## config.mk

```make
export PLATFORM = sky130hd
export DESIGN_NAME = pipe_stage_reg
export DESIGN_NICKNAME = d
export VERILOG_FILES = /design/src/rtl/pipe_pkg.sv /design/src/rtl/pipe_entry.sv /design/src/rtl/pipe_stage_reg.sv
export SDC_FILE = /design/constraint.sdc
export NUM_CORES = 1
export LEC_CHECK = 0
export ABC_CLOCK_PERIOD_IN_PS = 7700
export CAP_MARGIN = 10
export CORE_MARGIN = 3
export CORE_UTILIZATION = 33
export CTS_BUF_LIST = sky130_fd_sc_hd__clkbuf_8
export DETAILED_ROUTE_END_ITERATION = 8
export PLACE_DENSITY = 0.7
export SYNTH_ARGS = -nofsm -noshare
export SYNTH_HDL_FRONTEND = slang
export SYNTH_HIERARCHICAL = 1
export SYNTH_SLANG_ARGS = --single-unit
```

## constraint.sdc

```tcl
create_clock -name clk -period 7.7 [get_ports clk]
set_input_delay 1.925 -clock clk [delete_from_list [all_inputs] [get_ports clk]]
set_output_delay 1.925 -clock clk [all_outputs]
set_load 0.02 [all_outputs]
```

## src/rtl/pipe_pkg.sv

```systemverilog
// Shared types for the pipeline stage register: occupancy state encoding
// and the packed {nop, ctrl, data} entry width helper.
package pipe_pkg;

    typedef enum logic [1:0] {
        EMPTY = 2'd0,
        ONE   = 2'd1,
        TWO   = 2'd2
    } occ_t;

    function automatic int entry_width(input int dataW, input int ctrlW);
        return dataW + ctrlW + 1;
    endfunction

endpackage

```

## src/rtl/pipe_entry.sv

```systemverilog
// One stage-register slot holding {nop, ctrl, data}; only the nop bit is reset
// so an empty slot can never be mistaken for a live bubble.
module pipe_entry
    import pipe_pkg::*;
#(
    parameter int DATA_W = 64,
    parameter int CTRL_W = 16
) (
    input  logic                                     clk,
    input  logic                                     rst,
    input  logic                                     load_i,
    input  logic [entry_width(DATA_W, CTRL_W)-1:0]   entry_i,
    output logic [entry_width(DATA_W, CTRL_W)-1:0]   entry_o
);

    localparam int ENTRY_W = entry_width(DATA_W, CTRL_W);

    logic                 nop_q;
    logic [ENTRY_W-2:0]   payload_q;

    always_ff @(posedge clk or negedge rst) begin
        if (!rst) begin
            nop_q <= 1'b0;
        end else if (load_i) begin
            nop_q <= entry_i[ENTRY_W-1];
        end
    end

    // Payload is don't-care while the slot is empty, so it carries no reset.
    always_ff @(posedge clk) begin
        if (load_i) begin
            payload_q <= entry_i[ENTRY_W-2:0];
        end
    end

    assign entry_o = {nop_q, payload_q};

endmodule

```

## src/rtl/pipe_stage_reg.sv

```systemverilog
// Valid/ready pipeline stage register with optional two-entry skid buffer,
// per-stage stall, flush and nop squashing of the control bundle.
module pipe_stage_reg
    import pipe_pkg::*;
#(
    parameter int                DATA_W   = 64,
    parameter int                CTRL_W   = 16,
    parameter logic [CTRL_W-1:0] CTRL_NOP = {CTRL_W{1'b0}},
    parameter bit                SKID_EN  = 1'b1
) (
    input  logic              clk,
    input  logic              rst,
    input  logic              stall,
    input  logic              flush,
    input  logic              in_valid,
    output logic              in_ready,
    input  logic [DATA_W-1:0] in_data,
    input  logic [CTRL_W-1:0] in_ctrl,
    input  logic              in_nop,
    output logic              out_valid,
    input  logic              out_ready,
    output logic [DATA_W-1:0] out_data,
    output logic [CTRL_W-1:0] out_ctrl,
    output logic              out_nop,
    output logic [1:0]        occupancy
);

    localparam int ENTRY_W = entry_width(DATA_W, CTRL_W);

    occ_t               occ_q;
    logic               accept;
    logic               emit;
    logic               mainLoad;
    logic               skidLoad;
    logic [ENTRY_W-1:0] inEntry;
    logic [ENTRY_W-1:0] mainEntryIn;
    logic [ENTRY_W-1:0] mainEntry;
    logic [ENTRY_W-1:0] skidEntry;
    logic               headNop;
    logic [CTRL_W-1:0]  headCtrl;

    assign inEntry = {in_nop, in_ctrl, in_data};

    // With the skid buffer, in_ready depends on state only; without it the
    // stage can refill in the cycle it drains, at the cost of a path from out_ready.
    generate
        if (SKID_EN) begin : g_readySkid
            assign in_ready = ~stall & (occ_q != TWO);
        end else begin : g_readyFlow
            assign in_ready = ~stall & ((occ_q == EMPTY) | out_ready);
        end
    endgenerate

    assign out_valid = (occ_q != EMPTY) & ~stall;
    assign accept    = in_valid & in_ready;
    assign emit      = out_valid & out_ready;

    always_comb begin
        mainLoad = 1'b0;
        skidLoad = 1'b0;
        if (!flush) begin
            case (occ_q)
                EMPTY: mainLoad = accept;
                ONE: begin
                    mainLoad = accept & emit;
                    skidLoad = SKID_EN & accept & ~emit;
                end
                TWO:     mainLoad = emit;
                default: mainLoad = 1'b0;
            endcase
        end
    end

    // When draining from TWO the head refills from the skid slot, not the input.
    assign mainEntryIn = (occ_q == TWO) ? skidEntry : inEntry;

    // Flush wins over stall and any simultaneous accept; an emit in the same
    // cycle is still considered delivered.
    always_ff @(posedge clk or negedge rst) begin
        if (!rst) begin
            occ_q <= EMPTY;
        end else if (flush) begin
            occ_q <= EMPTY;
        end else begin
            case (occ_q)
                EMPTY: begin
                    if (accept) occ_q <= ONE;
                end
                ONE: begin
                    if (skidLoad)             occ_q <= TWO;
                    else if (emit && !accept) occ_q <= EMPTY;
                end
                TWO: begin
                    if (emit) occ_q <= ONE;
                end
                default: occ_q <= EMPTY;
            endcase
        end
    end

    pipe_entry #(
        .DATA_W (DATA_W),
        .CTRL_W (CTRL_W)
    ) u_main (
        .clk     (clk),
        .rst     (rst),
        .load_i  (mainLoad),
        .entry_i (mainEntryIn),
        .entry_o (mainEntry)
    );

    generate
        if (SKID_EN) begin : g_skid
            pipe_entry #(
                .DATA_W (DATA_W),
                .CTRL_W (CTRL_W)
            ) u_skid (
                .clk     (clk),
                .rst     (rst),
                .load_i  (skidLoad),
                .entry_i (inEntry),
                .entry_o (skidEntry)
            );
        end else begin : g_noSkid
            assign skidEntry = '0;
        end
    endgenerate

    // A nop head still occupies a slot and is consumed, but shows no side effects.
    assign headNop   = mainEntry[ENTRY_W-1];
    assign headCtrl  = mainEntry[DATA_W +: CTRL_W];
    assign out_data  = mainEntry[DATA_W-1:0];
    assign out_nop   = out_valid & headNop;
    assign out_ctrl  = (out_valid & ~headNop) ? headCtrl : CTRL_NOP;
    assign occupancy = occ_q;

endmodule
```

==> flow_summary_export.csv <==
group,metric,value,unit
status,status,"finished, final reports clean",
clock_tree,clkSinkCount,164,
finish,regArea,4900,µm²
global_routing,overflow,0,
finish,syn2layout_area_growth,34.4,%
floorplanning,fp-row-count,50,
pwr,power.density,191,nW/µm²
finish,final_cells,751,
placed_design,dp_hpwl,8390,µm
worst_setup_path,cp.arrival,4.15,ns
finish,layout.nets,567,
sta,grt_setup_unrepaired,"no",
clock_tree,clock_path_buffers,2,
sta,timing.final.max_slew_violations,0,
sta,fin_crit,6.08,ns
sta,worst_slack,1.62,ns
worst_setup_path,worstSetupEndpointType,"primary output",
finish,fillers,1680,
sta,max_freq,165,MHz
placed_design,port_buffers,171,
global_routing,grtUsageTotal,11.6,%
worst_setup_path,r2r_slack,5.08,ns
synthesis,yosysSeqAreaShare,75.6,%
hold_path,min_path_type,"reg -> reg",
routing,drt-initial-drc-count,132,
synthesis,synthesis.nets,384,
sta,fin_worst_skew,0.00911,ns
synthesis,synth_top_cell_area_share,74.1,%
clock_tree,root_buffer,"clkbuf_8",
global_routing,grt_pass1_vias,3585,
floorplanning,fp.dieH,146,µm
sta,relSlewSlack,49.5,%
sta,setup_violations,0,
finish,n_antenna_cell,0,
floorplanning,core-area,19000,µm²
clock_tree,h-tree-depth,4,
routing,drt-vias-per-instance,4.38,
global_routing,grt_max_degree,47,
worst_setup_path,critPathMaxFanout,16,
pwr,p_leak,2.93,nW
floorplanning,num_io_pins,172,
routing,drt_wl_total,12400,µm
worst_setup_path,path_class,"in -> out",
floorplanning,die_x,146,µm
synthesis,yosysWarnings,6,
routing,first_pass_iters,4,
clock_tree,postCtsHoldBufs,0,
floorplanning,initial_core_util,34.1,%
floorplanning,die-area,21400,µm²
synthesis,netlist_instances,297,
clock_tree,cts_buffers,17,
placed_design,place_ws,1.58,ns
global_routing,antenna_found_initial,0,
routing,ant_nets,0,
clock_tree,clk_transition_reported_paths,0.08,ns
sta,hold_violations,0,
placed_design,globalplace.congestion,0.731,
finish,multi_input_area,1420,µm²
flow_run,drv_cap,0,
synthesis,ys_ff_latch,164,
global_routing,grt_pass1_wl,19500,µm
synthesis,syn_area,6490,µm²
pwr,ir_worst_vdd,92.9,µV
sta,tightest_slew,0.753,ns
synthesis,synth_area_leaders,"edfxtp_1 74%, mux2_4 14%, mux2_2 4.2%",
synthesis,ys_async_sr_fraction,2.44,%
clock_tree,clk_latency,0.42,ns
routing,wl_per_cell,16.5,µm
synthesis,synth_largest_area_cell,"edfxtp_1",
synthesis,synth_cell_types,23,
clock_tree,post_cts_buffers,0,
synthesis,ys.flop_type,"edfxtp_1",
synthesis,synth_edf_count,160,
worst_setup_path,cp-start-kind,"input port",
clock_tree,cts_tree,"done",
worst_setup_path,required,5.78,ns
placed_design,place_inst,721,
synthesis,syn_avg_cell_area,21.8,µm²
synthesis,synthTopCellsByCount,"160 x edfxtp_1, 59 x mux2_4, 24 x mux2_2, 17 x and2_1, 7 x buf_12",
synthesis,yosysMostFrequentCell,"edfxtp_1",
sta,fin_setup_tns,0,ns
routing,route.detailed.drc,0,
sta,finalCritPeriodShare,78.9,%
routing,vias,3287,
finish,drive_gt1_share,24.0,%
clock_tree,ctsResizeCount,0,
## where the power goes
group	internal (mW)	leakage (nW)	switching (mW)
Sequential	0.999	1.51	0.00680
Clock	0.212	0.152	0.297
Combinational	0.0927	1.27	0.0567
## layer usage
metal	wire length, µm	global-route usage [%]	vias to the layer above	part of all wire (%)
met2	6000	19.2	126	48
met5	0	0	-	0
li1	-	-	1522	-
met3	934	4.62	9	7.5
met4	125	3.39	0	1.0
met1	5330	14.1	1630	43
## critical path, stage by stage
cell and delay, ns:
clkdlybuf4s50_1 0.64, nor3_2 0.73, and2_1 0.23, clkdlybuf4s50_1 0.62
## worst paths after layout
| kind | startpoint | end | depth (start not counted) |
|---|---|---|---|
| max | stall | out_ctrl[1] | 4 |
| min | g_skid.u_skid/nop_q | g_skid.u_skid/nop_q | 1 |
| max reg2reg | occupancy[1] | u_main/payload_q[5] | 4 |
| min reg2reg | g_skid.u_skid/nop_q | g_skid.u_skid/nop_q | 1 |
| max in group asynchronous | rst | u_main/nop_q | 1 |
| min in group asynchronous | rst | g_skid.u_skid/nop_q | 1 |
## logic make-up after synthesis
| group | count (synthesis) | share of synthesized area (%) |
|---|---|---|
| muxes | 83 | 17.8 |
| AOI/OAI and AO/OA | 4 | 0.521 |
| and+or+nand+nor | 32 | 3.20 |
| buffers and inverters | 14 | 2.84 |
| DFF | 164 | 75.6 |
## layout by cell type, fill, tap and decap left out, types with 2 or more instances in the layout
master	n
clkdlybuf4s50_1	171
edfxtp_1	160
mux2_4	59
mux2_2	24
and2_1	17
clkbuf_8	17
buf_4	6
nor2_1	5
clkinv_1	5
dfrtp_1	4
clkinvlp_4	3
nor3_4	2
inv_1	2
clkinv_2	2
clkinv_4	2
## metrics by stage
| stage | instance area, µm² | util [%] | power [mW] | hold WS (ns) |
|---|---|---|---|---|
| after floorplan | 6500 | - | 1.10 | 0.483 |
| after global placement | 8410 | 44.2 | 1.17 | 0.491 |
| after detailed placement | 8410 | 44.2 | 1.18 | 0.512 |
| after CTS | 8720 | 45.8 | 1.69 | 0.532 |
| after global routing | 8720 | 45.8 | 1.74 | 0.536 |
| final | 8720 | 45.8 | 1.66 | 0.525 |
## flip-flops by register name, indices dropped and copies added, names as in the netlist
name                     cells
g_skid.u_skid/payload_q     80
u_main/nop_q                 1
g_skid.u_skid/nop_q          1
occupancy                    2
u_main/payload_q            80
## final cells by class
class                      count  area share [%]
clock buffer                  17            2.68
clock inverter                13           0.832
inverter                       1          0.0431
multi-input combinational    119            16.3
sequential                   164            56.3
tap                          260            3.73
timing repair buffer         177            20.2
Note: power is estimated with default switching activity, not from simulation.
